**src/rtl/regfile_dump_ctrl.sv**
```systemverilog
// Post-halt register-file dump sequencer: takes the RF read port while the core is halted and
// shows one register at a time on `out`, stepping on each debounced button press.
module regfile_dump_ctrl #(
  parameter int unsigned NUM_REGS        = 16,
  parameter int unsigned DATA_W          = 32,
  parameter int unsigned DEBOUNCE_CYCLES = 4,
  parameter int unsigned AW              = $clog2(NUM_REGS)
) (
  input  logic              clk,
  input  logic              rst,
  input  logic              button,
  input  logic              halt,
  output logic              dbg_grant,
  output logic              rf_rd_en,
  output logic [AW-1:0]     rf_rd_addr,
  input  logic [DATA_W-1:0] rf_rd_data,
  output logic [DATA_W-1:0] out,
  output logic              out_valid,
  output logic [AW-1:0]     cur_idx
);

  localparam int unsigned CW = $clog2(DEBOUNCE_CYCLES + 1);

  typedef enum logic [1:0] {StIdle, StFetch, StCapture, StShow} state_e;

  logic [1:0]    sync_q;
  logic          deb_q;
  logic [CW-1:0] cnt_q;
  logic          press;
  state_e        state_q;
  logic [AW-1:0] idx_q;
  logic [AW-1:0] idx_next;

  // Counter counts consecutive samples where the synchronized level disagrees with the
  // debounced one; the level flips on the DEBOUNCE_CYCLES-th such sample.
  always_ff @(posedge clk or posedge rst) begin
    if (rst) begin
      sync_q <= 2'b00;
      deb_q  <= 1'b0;
      cnt_q  <= '0;
      press  <= 1'b0;
    end else begin
      sync_q <= {sync_q[0], button};
      press  <= 1'b0;
      if (sync_q[1] == deb_q) begin
        cnt_q <= '0;
      end else if (cnt_q == CW'(DEBOUNCE_CYCLES - 1)) begin
        deb_q <= sync_q[1];
        cnt_q <= '0;
        press <= sync_q[1];
      end else begin
        cnt_q <= cnt_q + CW'(1);
      end
    end
  end

  assign idx_next = (idx_q == AW'(NUM_REGS - 1)) ? '0 : idx_q + AW'(1);

  always_ff @(posedge clk or posedge rst) begin
    if (rst) begin
      state_q    <= StIdle;
      idx_q      <= '0;
      dbg_grant  <= 1'b0;
      rf_rd_en   <= 1'b0;
      rf_rd_addr <= '0;
      out        <= '0;
      out_valid  <= 1'b0;
      cur_idx    <= '0;
    end else if (state_q != StIdle && !halt) begin
      // Losing halt wins over a pending press or capture.
      state_q    <= StIdle;
      idx_q      <= '0;
      dbg_grant  <= 1'b0;
      rf_rd_en   <= 1'b0;
      rf_rd_addr <= '0;
      out        <= '0;
      out_valid  <= 1'b0;
      cur_idx    <= '0;
    end else begin
      case (state_q)
        StIdle: begin
          idx_q      <= '0;
          out_valid  <= 1'b0;
          rf_rd_addr <= '0;
          if (halt) begin
            state_q   <= StFetch;
            dbg_grant <= 1'b1;
            rf_rd_en  <= 1'b1;
          end
        end
        StFetch: begin
          rf_rd_en <= 1'b0;
          state_q  <= StCapture;
        end
        StCapture: begin
          out       <= rf_rd_data;
          cur_idx   <= idx_q;
          out_valid <= 1'b1;
          state_q   <= StShow;
        end
        StShow: begin
          if (press) begin
            idx_q      <= idx_next;
            rf_rd_addr <= idx_next;
            rf_rd_en   <= 1'b1;
            out_valid  <= 1'b0;
            state_q    <= StFetch;
          end
        end
        default: state_q <= StIdle;
      endcase
    end
  end

endmodule

```
**config.mk**
```make
export PLATFORM = sky130hd
export DESIGN_NAME = regfile_dump_ctrl
export DESIGN_NICKNAME = d
export VERILOG_FILES = /design/src/rtl/regfile_dump_ctrl.sv
export SDC_FILE = /design/constraint.sdc
export NUM_CORES = 1
export LEC_CHECK = 0
export CAP_MARGIN = 20
export CELL_PAD_IN_SITES_DETAIL_PLACEMENT = 0
export CELL_PAD_IN_SITES_GLOBAL_PLACEMENT = 1
export CORE_ASPECT_RATIO = 0.7
export CORE_MARGIN = 2
export CORE_UTILIZATION = 38
export CTS_CLUSTER_DIAMETER = 80
export DETAILED_ROUTE_END_ITERATION = 16
export PLACE_DENSITY = 0.89
export SYNTH_ARGS = -nofsm -noshare
export SYNTH_HDL_FRONTEND = slang
export SYNTH_SLANG_ARGS = --single-unit
export TNS_END_PERCENT = 30
```
**constraint.sdc**
```tcl
create_clock -name clk -period 2.8 [get_ports clk]
set_input_delay 0.7 -clock clk [delete_from_list [all_inputs] [get_ports clk]]
set_output_delay 0.7 -clock clk [all_outputs]
set_load 0.01 [all_outputs]
```
After elaboration in Yosys (flattened, before gate mapping)
Index checks and enable logic that the tools add are counted.
{ "classes": {"add_sub_neg": 2, "n_eq_ne": 8, "n_mux": 25, "bitwise": 1, "reduce_logical": 16} }
{ "op_table": {"columns": ["cell", "n"], "rows": [
  ["$mux W32", 2],
  ["$mux W4", 5],
  ["$reduce_and A2 Y1", 5],
  ["$mux W1", 9],
  ["$pmux W2 S4", 1],
  ["$pmux W4 S2", 1],
  ["$reduce_bool A2 Y1", 4],
  ["$reduce_bool A4 Y1", 2],
  ["$mux W2", 3],
  ["$mux W3", 2],
  ["$ne A3 B3 Y1 const B", 2],
  ["$pmux W1 S3", 2],
  ["$add A4 B1 Y4 const B", 1],
  ["$eq A2 B2 Y1 const B", 2],
  ["$eq A4 B4 Y1 const B", 1],
  ["$add A3 B1 Y3 const B", 1],
  ["$eq A3 B2 Y1 const B", 1],
  ["$reduce_and A3 Y1", 1],
  ["$reduce_bool A3 Y1", 1],
  ["$eq A2 B1 Y1 const B", 1],
  ["$logic_not A2 Y1", 1],
  ["$eq A1 B1 Y1", 1],
  ["$logic_and A1 B1 Y1", 1],
  ["$logic_not A1 Y1", 1],
  ["$not A1 Y1", 1]
]} }
{ "totals": {"ff_bits": 52, "elab_cells": 63} }

Depth between registers and ports, before layout
Gate-level depths: netlist of run 1.
{ "depth": {"ltp_word": 5, "ltp_mapped": 8} }

Least setup slack after synthesis of run 1
Ideal clock, no wire load.
{ "synth_path": {"kind": "register -> register", "from": "register state_q[0]", "to": "register out[25]", "setup_ns": 0.125, "arrival_time_ns": 1.738, "required_time_ns": 2.675, "path_slack_ns": 0.938, "path_stages_with_launch": 9, "synth_period_minus_slack_ns": 1.862, "path_cell_list": "dfrtp_1 inv_1 ha_1 inv_1 ha_1 buf_2 clkbuf_1 nor2b_1 mux2_2"} }
{ "synth_between": {"elab_chain_cells": 3, "word_cells_on_any_way": 5, "classes_between": "eq/ne (1); mux (1); reduce/logical (3)"} }
{ "synth_lines": {"columns": ["element", "line", "text"], "rows": [
  ["from (decl)", "30", "state_e state_q;"],
  ["from (signal assigned)", "61", "state_q <= StIdle;"],
  ["from (signal assigned)", "71", "state_q <= StIdle;"],
  ["from (signal assigned)", "86", "state_q <= StFetch;"],
  ["$reduce_bool A2 Y1", "69", "end else if (state_q != StIdle && !halt) begin"],
  ["$logic_and A1 B1 Y1", "69", null],
  ["$mux W32 or $reduce_bool A2 Y1 (tied branches)", null, null],
  ["to (signal assigned)", "96", "out <= rf_rd_data;"],
  ["to (decl)", "17", "output logic [DATA_W-1:0] out,"]
]} }
Parallel ways exist; a longest one is shown, timed or not.
A chain may end at the register's enable or synchronous reset.

==> results of run 1 <==
-- metal layers --
metal	wire (um)	global-route usage [%]	up-vias	part of all wire, %
met5	0	0	-	0
met4	17	2.74	0	0.34
met3	535	7.71	2	11
met2	2140	22.7	57	43
met1	2330	19.8	802	46
li1	-	-	816	-
-- worst max path at each step --
stage	end	from	slack [ps]
finish	rf_rd_addr[3]	idx_q[3]	760
global placement	out[11]	halt	520
global route	out[5]	state_q[0]	670
detailed placement	out[31]	halt	470
floorplan	cnt_q[0]	rst	840
CTS	rf_rd_addr[3]	idx_q[3]	740
-- cell usage after synthesis --
cell and instances:
sky130_fd_sc_hd__nand2_1 3, sky130_fd_sc_hd__buf_6 3, sky130_fd_sc_hd__a22oi_1 2, sky130_fd_sc_hd__a21boi_0 1, sky130_fd_sc_hd__inv_1 7, sky130_fd_sc_hd__nor4_1 1
sky130_fd_sc_hd__a32oi_1 1, sky130_fd_sc_hd__a32o_1 1, sky130_fd_sc_hd__o311ai_1 1, sky130_fd_sc_hd__buf_2 2, sky130_fd_sc_hd__nand4b_1 1, sky130_fd_sc_hd__clkbuf_1 3
sky130_fd_sc_hd__mux2i_1 1, sky130_fd_sc_hd__a21oi_1 6, sky130_fd_sc_hd__nor2b_1 36, sky130_fd_sc_hd__nor2_1 6, sky130_fd_sc_hd__nand3_1 1, sky130_fd_sc_hd__nand2b_1 1
sky130_fd_sc_hd__or2_2 1, sky130_fd_sc_hd__or3_1 1, sky130_fd_sc_hd__and2_1 1, sky130_fd_sc_hd__nor3b_1 3, sky130_fd_sc_hd__nor2_2 1, sky130_fd_sc_hd__xnor2_1 1
sky130_fd_sc_hd__and4b_1 1, sky130_fd_sc_hd__nand4_1 1, sky130_fd_sc_hd__dfrtp_1 52, sky130_fd_sc_hd__nor3_1 1, sky130_fd_sc_hd__and3b_1 1, sky130_fd_sc_hd__mux2_2 37
sky130_fd_sc_hd__a211o_1 1, sky130_fd_sc_hd__a21oi_4 1, sky130_fd_sc_hd__ha_1 8, sky130_fd_sc_hd__o21ai_0 3, sky130_fd_sc_hd__a211oi_1 1, sky130_fd_sc_hd__buf_1 1
-- report_power, final --
part | switching (mW) | leakage, nW | total (mW) | internal (mW)
combinational | 0.666 | 0.752 | 1.59 | 0.929
sequential | 0.161 | 0.661 | 1.19 | 1.03
clock | 0.235 | 0.0455 | 0.437 | 0.202
-- metrics by stage --
step                      setup WS, ps  hold WS [ps]  instances  utilization (%)
after floorplan                    842           331        193                -
after global placement             521           335        344             52.9
after detailed placement           472           336        344             52.9
after CTS                          737           359        352             54.4
after global routing               668           367        352             54.4
final                              762           355        352             54.4
-- sequential cells by signal, indices dropped and copies added (netlist names) --
signal	cells
cnt_q	3
cur_idx	4
dbg_grant	1
deb_q	1
idx_q	4
out	32
out_valid	1
press	1
rf_rd_en	1
state_q	2
sync_q	2
-- cell families (layout without fill, tap and decap cells) --
family	after synthesis	after routing	share of synthesized area, %
compound gates	18	18	5.29
xor+xnor	1	1	0.363
fa+ha+maj	8	8	4.15
buf+inv	16	97	3.53
flops	52	52	53.9
mux	38	38	17.7
simple gates	60	60	15.0
-- cell type report --
cell class	count	area [um2]	share of cell area (%)
flip-flops and latches	52	1300	38.7
multi-input cells	125	1030	30.5
well taps	78	97.6	2.90
inverters	7	26.3	0.781
repair buffers	82	823	24.5
clock buffers	8	90.1	2.68
==> implementation parameters, run 1 <==
Parameter                              Value

STA
  Minimum clock period ... 2040 ps
  Worst-case headroom to the max-slew limit ... 56.1%
  Final hold vios ... 0
  Final count of pins violating max slew ... 0
  Final critical-path share of the clock period ... 72.8%
  Final Setup Violations ... 0
  RSZ-0062 raised after global routing ... no
  Maximum achievable frequency ... 491 MHz
  Fin Clk Skew ... 3.13 ps
  Transition time at the pin with the least slew margin ... 659 ps
  TNS Setup ... 0 ps

Pwr
  Max rail drop VDD ... 414 uV
  PnR Total Power ... 3.22 mW
  Total power divided by cell area ... 957 nW/um2
  Static leakage ... 1.46 nW

Layout
  Number of inserted filler cells in the final layout ... 546
  N_diodes ... 0
  Most frequent standard cell in the layout excluding fill and tap cells ... sky130_fd_sc_hd__clkdlybuf4s50_1
  Count of nets after finishing ... 317
  Ratio of cells with drive above 1 in the final layout ... 18.6%
  Total non-filler cell area in the finished layout ... 3360 um2
  Highest-count cells in the layout ignoring fill and taps ... sky130_fd_sc_hd__clkdlybuf4s50_1, sky130_fd_sc_hd__dfrtp_1, sky130_fd_sc_hd__mux2_2, sky130_fd_sc_hd__nor2b_1, sky130_fd_sc_hd__ha_1
  Layout-stage area growth over the synthesis result ... 39.5%

Worst setup path
  Maximum fanout along the worst path ... 7
  Critical R2R Capture ... out[31]
  Cell with the biggest individual delay on the critical path ... sky130_fd_sc_hd__clkdlybuf4s50_1
  Number of buffers and inverters on the critical path ... 1
  Max incr delay on CP ... 580 ps
  R2R depth ... 7
  Crit-path cells ... clkdlybuf4s50_1
  Crit-path leading delay family ... buffers and inverters
  Worst Path Arrival ... 1340 ps
  Critical setup path kind ... reg -> out
  Required time of the critical path ... 2100 ps
  Depth of the critical timing path with buffers and inverters included ... 1
  Startpoint kind of the worst setup timing path ... flop
  Setup slack of the most critical reg-to-reg path ... 830 ps
  FF-to-FF Start ... state_q[0]
  Sort of element at the end of the critical path ... output port

Placement
  Area of placed instances ... 3270 um2
  HPWL after DPL ... 3560 um
  Port bufs ... 78
  Final weighted congestion in routability-driven placement ... 0.770

Clocking
  Post-CTS Hold Buffers ... 0
  Clock tree from TritonCTS ... built
  CTS Root Buffer Type ... sky130_fd_sc_hd__clkbuf_8
  Maximum number of buffers from clock root to sink ... 2
  Number of buffers added by the clock tree synthesis step ... 5
  Clock-pin transition on the worst setup and hold timing paths ... 90 ps
  Clock latency at the later pin of the worst-skew pair ... 300 ps
  Maximum level of the CTS H-tree ... 2
  Resized cells post-CTS ... 0
  Setup bufs post-CTS ... 0
  Clk sink count ... 52

Detailed routing
  Detailed-route vias per instance ... 4.76
  Number of vias in the routed layout ... 1677
  Post-detailed-route DRC marker count ... 0
  Number of detailed-routing iterations run before antenna repair ... 4
  Number of DRC markers after the initial detailed-route iteration ... 41
  Routed Antenna Nets ... 0
  Total wire length ... 5030 um
  Wire length per cell ... 14.3 um

Synth
  Sequential element share of the synthesized area ... 53.9%
  Nets in the synthesized netlist ... 237
  Synth Area per Inst ... 12.5 um2
  Synthesized area ... 2410 um2
  Yosys warning count ... 0
  Top area cells in the synthesized netlist ... sky130_fd_sc_hd__dfrtp_1, sky130_fd_sc_hd__mux2_2, sky130_fd_sc_hd__nor2b_1
  Area share of the leading cell type in the synthesized netlist ... 53.9%
  Count of mapped cells out of synthesis ... 193
  Top cell type by total area after synthesis ... sky130_fd_sc_hd__dfrtp_1
  Number of distinct library cells after synthesis ... 36
  Synth Register Bits ... 52

Floorplanning
  Number of ports placed on the die boundary ... 79
  Floorplan die area ... 7010 um2
  Floorplan row count ... 24
  DIE HEIGHT ... 70.7 um
  Width of the die ... 99.2 um
  Initial core utilization ... 39.0%
  Core box area ... 6190 um2

Global route
  Largest net degree at the start of global routing ... 53
  Via count of the first global-routing pass ... 1698
  Overall track demand over capacity in global routing ... 15.0%
  Initial antenna violation count ... 0
  Total overflow reported by the global router ... 0
  First-pass GRT wire length ... 8360 um

Worst hold path
  Worst min-delay path endpoint ... sync_q[1]
  Cells on Worst Hold Path ... 0
  Min-Delay Startpoint ... sync_q[0]
  Class of the worst hold path ... reg -> reg

Job
  Max-cap viol count ... 0

Run status
  Run status ... complete, no violations
Power figures use the tool's default switching activity.
==> run 2: changes to the inputs <==
- CORE_UTILIZATION: 38 -> 36
- PLACE_DENSITY: 0.89 -> 0.85
- clock period: 2.8 -> 2 ns (I/O delays scaled with it)
==> run 2 against run 1 <==
Against the previous run:
- combinational power increased by 47%
- first-iteration DRC count did not move
- sequential share of layout area shrank 0.92 points
- register-to-register slack worse by 630 ps
- sequential power increased by 39%
- count of clock-buffer cells in the layout fell by 2
- die area up 5.3%
- critical endpoint unchanged
- highest routed layer unchanged
==> implementation parameters, run 2 (same netlist as run 1, synthesis figures left out) <==
Parameter                              Value

Run status
  Run status ... complete, no violations

Clocking
  Maximum number of buffers from clock root to sink ... 2
  Setup bufs post-CTS ... 0
  CTS Root Buffer Type ... sky130_fd_sc_hd__clkbuf_8
  Number of buffers added by the clock tree synthesis step ... 5
  Clock latency at the later pin of the worst-skew pair ... 290 ps
  Clk sink count ... 52
  Maximum level of the CTS H-tree ... 2
  Resized cells post-CTS ... 0
  Clock-pin transition on the worst setup and hold timing paths ... 90 ps
  Post-CTS Hold Buffers ... 0
  Clock tree from TritonCTS ... built

Floorplanning
  Number of ports placed on the die boundary ... 79
  Width of the die ... 102 um
  Initial core utilization ... 37.9%
  Floorplan die area ... 7380 um2
  Floorplan row count ... 24
  DIE HEIGHT ... 72.5 um
  Core box area ... 6370 um2

Layout
  Number of inserted filler cells in the final layout ... 573
  Ratio of cells with drive above 1 in the final layout ... 21.1%
  Total non-filler cell area in the finished layout ... 3450 um2
  N_diodes ... 0
  Layout-stage area growth over the synthesis result ... 43.0%
  Registers with the most flip-flops ... out: 32 flops, cur_idx: 4 flops, idx_q: 4 flops
  Top register by number of flip-flops ... out
  Most frequent standard cell in the layout excluding fill and tap cells ... sky130_fd_sc_hd__clkdlybuf4s50_1
  Highest-count cells in the layout ignoring fill and taps ... sky130_fd_sc_hd__clkdlybuf4s50_1, sky130_fd_sc_hd__dfrtp_1, sky130_fd_sc_hd__mux2_2, sky130_fd_sc_hd__nor2b_1, sky130_fd_sc_hd__ha_1
  Number of flip-flops under the largest register name ... 32
  Count of nets after finishing ... 322

STA
  Final count of pins violating max slew ... 0
  Maximum achievable frequency ... 551 MHz
  RSZ-0062 raised after global routing ... no
  Fin Clk Skew ... 5.05 ps
  TNS Setup ... 0 ps
  Final worst hold slack ... 359 ps
  Minimum clock period ... 1820 ps
  Final Setup Violations ... 0
  Worst-case headroom to the max-slew limit ... 76.3%
  Transition time at the pin with the least slew margin ... 356 ps
  Final hold vios ... 0
  Final critical-path share of the clock period ... 90.8%

Detailed routing
  Post-detailed-route DRC marker count ... 0
  Met2 wire length ... 1920 um
  Number of vias in the routed layout ... 1687
  Met1 Wirelength ... 2460 um
  Wire length per cell ... 13.1 um
  Number of detailed-routing iterations run before antenna repair ... 4
  Routed Antenna Nets ... 0
  Detailed-route vias per instance ... 4.56
  Total wire length ... 4860 um
  Number of DRC markers after the initial detailed-route iteration ... 41
  Highest layer used for signal routing ... met4
  Routed met3 length ... 469 um

Worst setup path
  Critical R2R Capture ... state_q[1]
  Max incr delay on CP ... 570 ps
  Startpoint kind of the worst setup timing path ... flop
  Worst Path Arrival ... 1320 ps
  Crit-path leading delay family ... buffers and inverters
  Crit. Startpoint ... idx_q[3]
  FF-to-FF Start ... state_q[1]
  End of the critical path ... rf_rd_addr[3]
  R2R depth ... 7
  Depth of the critical timing path with buffers and inverters included ... 1
  Critical setup path kind ... reg -> out
  Setup slack of the most critical reg-to-reg path ... 200 ps
  Cell with the biggest individual delay on the critical path ... sky130_fd_sc_hd__clkdlybuf4s50_1
  Maximum fanout along the worst path ... 7
  Sort of element at the end of the critical path ... output port
  Number of buffers and inverters on the critical path ... 1
  Crit-path cells ... clkdlybuf4s50_1
  Required time of the critical path ... 1500 ps

Global route
  Via count of the first global-routing pass ... 1646
  Total overflow reported by the global router ... 0
  Initial antenna violation count ... 0
  First-pass GRT wire length ... 7910 um
  Largest net degree at the start of global routing ... 53
  Overall track demand over capacity in global routing ... 13.7%

Placement
  Port bufs ... 78
  HPWL after DPL ... 3460 um
  Area of placed instances ... 3350 um2
  Final weighted congestion in routability-driven placement ... 0.748

Job
  Max-cap viol count ... 0

Pwr
  Static leakage ... 1.49 nW
  PnR Total Power ... 4.55 mW
  Max rail drop VDD ... 666 uV
  Total power divided by cell area ... 1320 nW/um2

Worst hold path
  Cells on Worst Hold Path ... 0
  Class of the worst hold path ... reg -> reg
[run 2: changes by cell type in the layout (fill, tap and decap cells not counted), sizes merged]
cell	change
clkbuf	-2
clkinv	+1
buf	+5
clkinvlp	+1
[run 2: power breakdown]
part	switching [mW]	internal, mW	leakage [nW]
clock	0.330	0.249	0.0414
combinational	0.955	1.38	0.784
sequential	0.207	1.44	0.660
[run 2: routing by layer]
| metal | global-route usage, % | vias to the layer above |
|---|---|---|
| li1 | - | 830 |
| met1 | 19.6 | 801 |
| met2 | 18.7 | 54 |
| met3 | 6.45 | 2 |
| met4 | 3.11 | 0 |
| met5 | 0 | - |
[run 2: worst min-delay path by stage]
stage | start | to | slack [ps]
floorplan | sync_q[0] | sync_q[1] | 330
global placement | sync_q[0] | sync_q[1] | 340
detailed placement | sync_q[0] | sync_q[1] | 340
CTS | sync_q[0] | sync_q[1] | 370
global route | sync_q[0] | sync_q[1] | 380
finish | sync_q[0] | sync_q[1] | 360
[run 2: per-stage QoR]
| stage | util (%) | setup slack, ps | instances |
|---|---|---|---|
| 6_report | 54.2 | 185 | 370 |
| 5_1_grt | 54.2 | 53.7 | 370 |
| 4_1_cts | 54.1 | 97.2 | 370 |
| 3_5_place_dp | 52.7 | 16.7 | 362 |
| 3_3_place_gp | 52.7 | 39.5 | 362 |
| 2_1_floorplan | - | 138 | 193 |
[run 2: cell type report]
cell class                 count  area, um2  area share, %
clock buffer                   6       72.6           2.10
clock inverter                 2       16.3          0.472
inverter                       7       26.3          0.762
multi-input combinational    125       1030           29.8
sequential                    52       1300           37.8
tap                           91        114           3.30
timing repair buffer          87        890           25.8
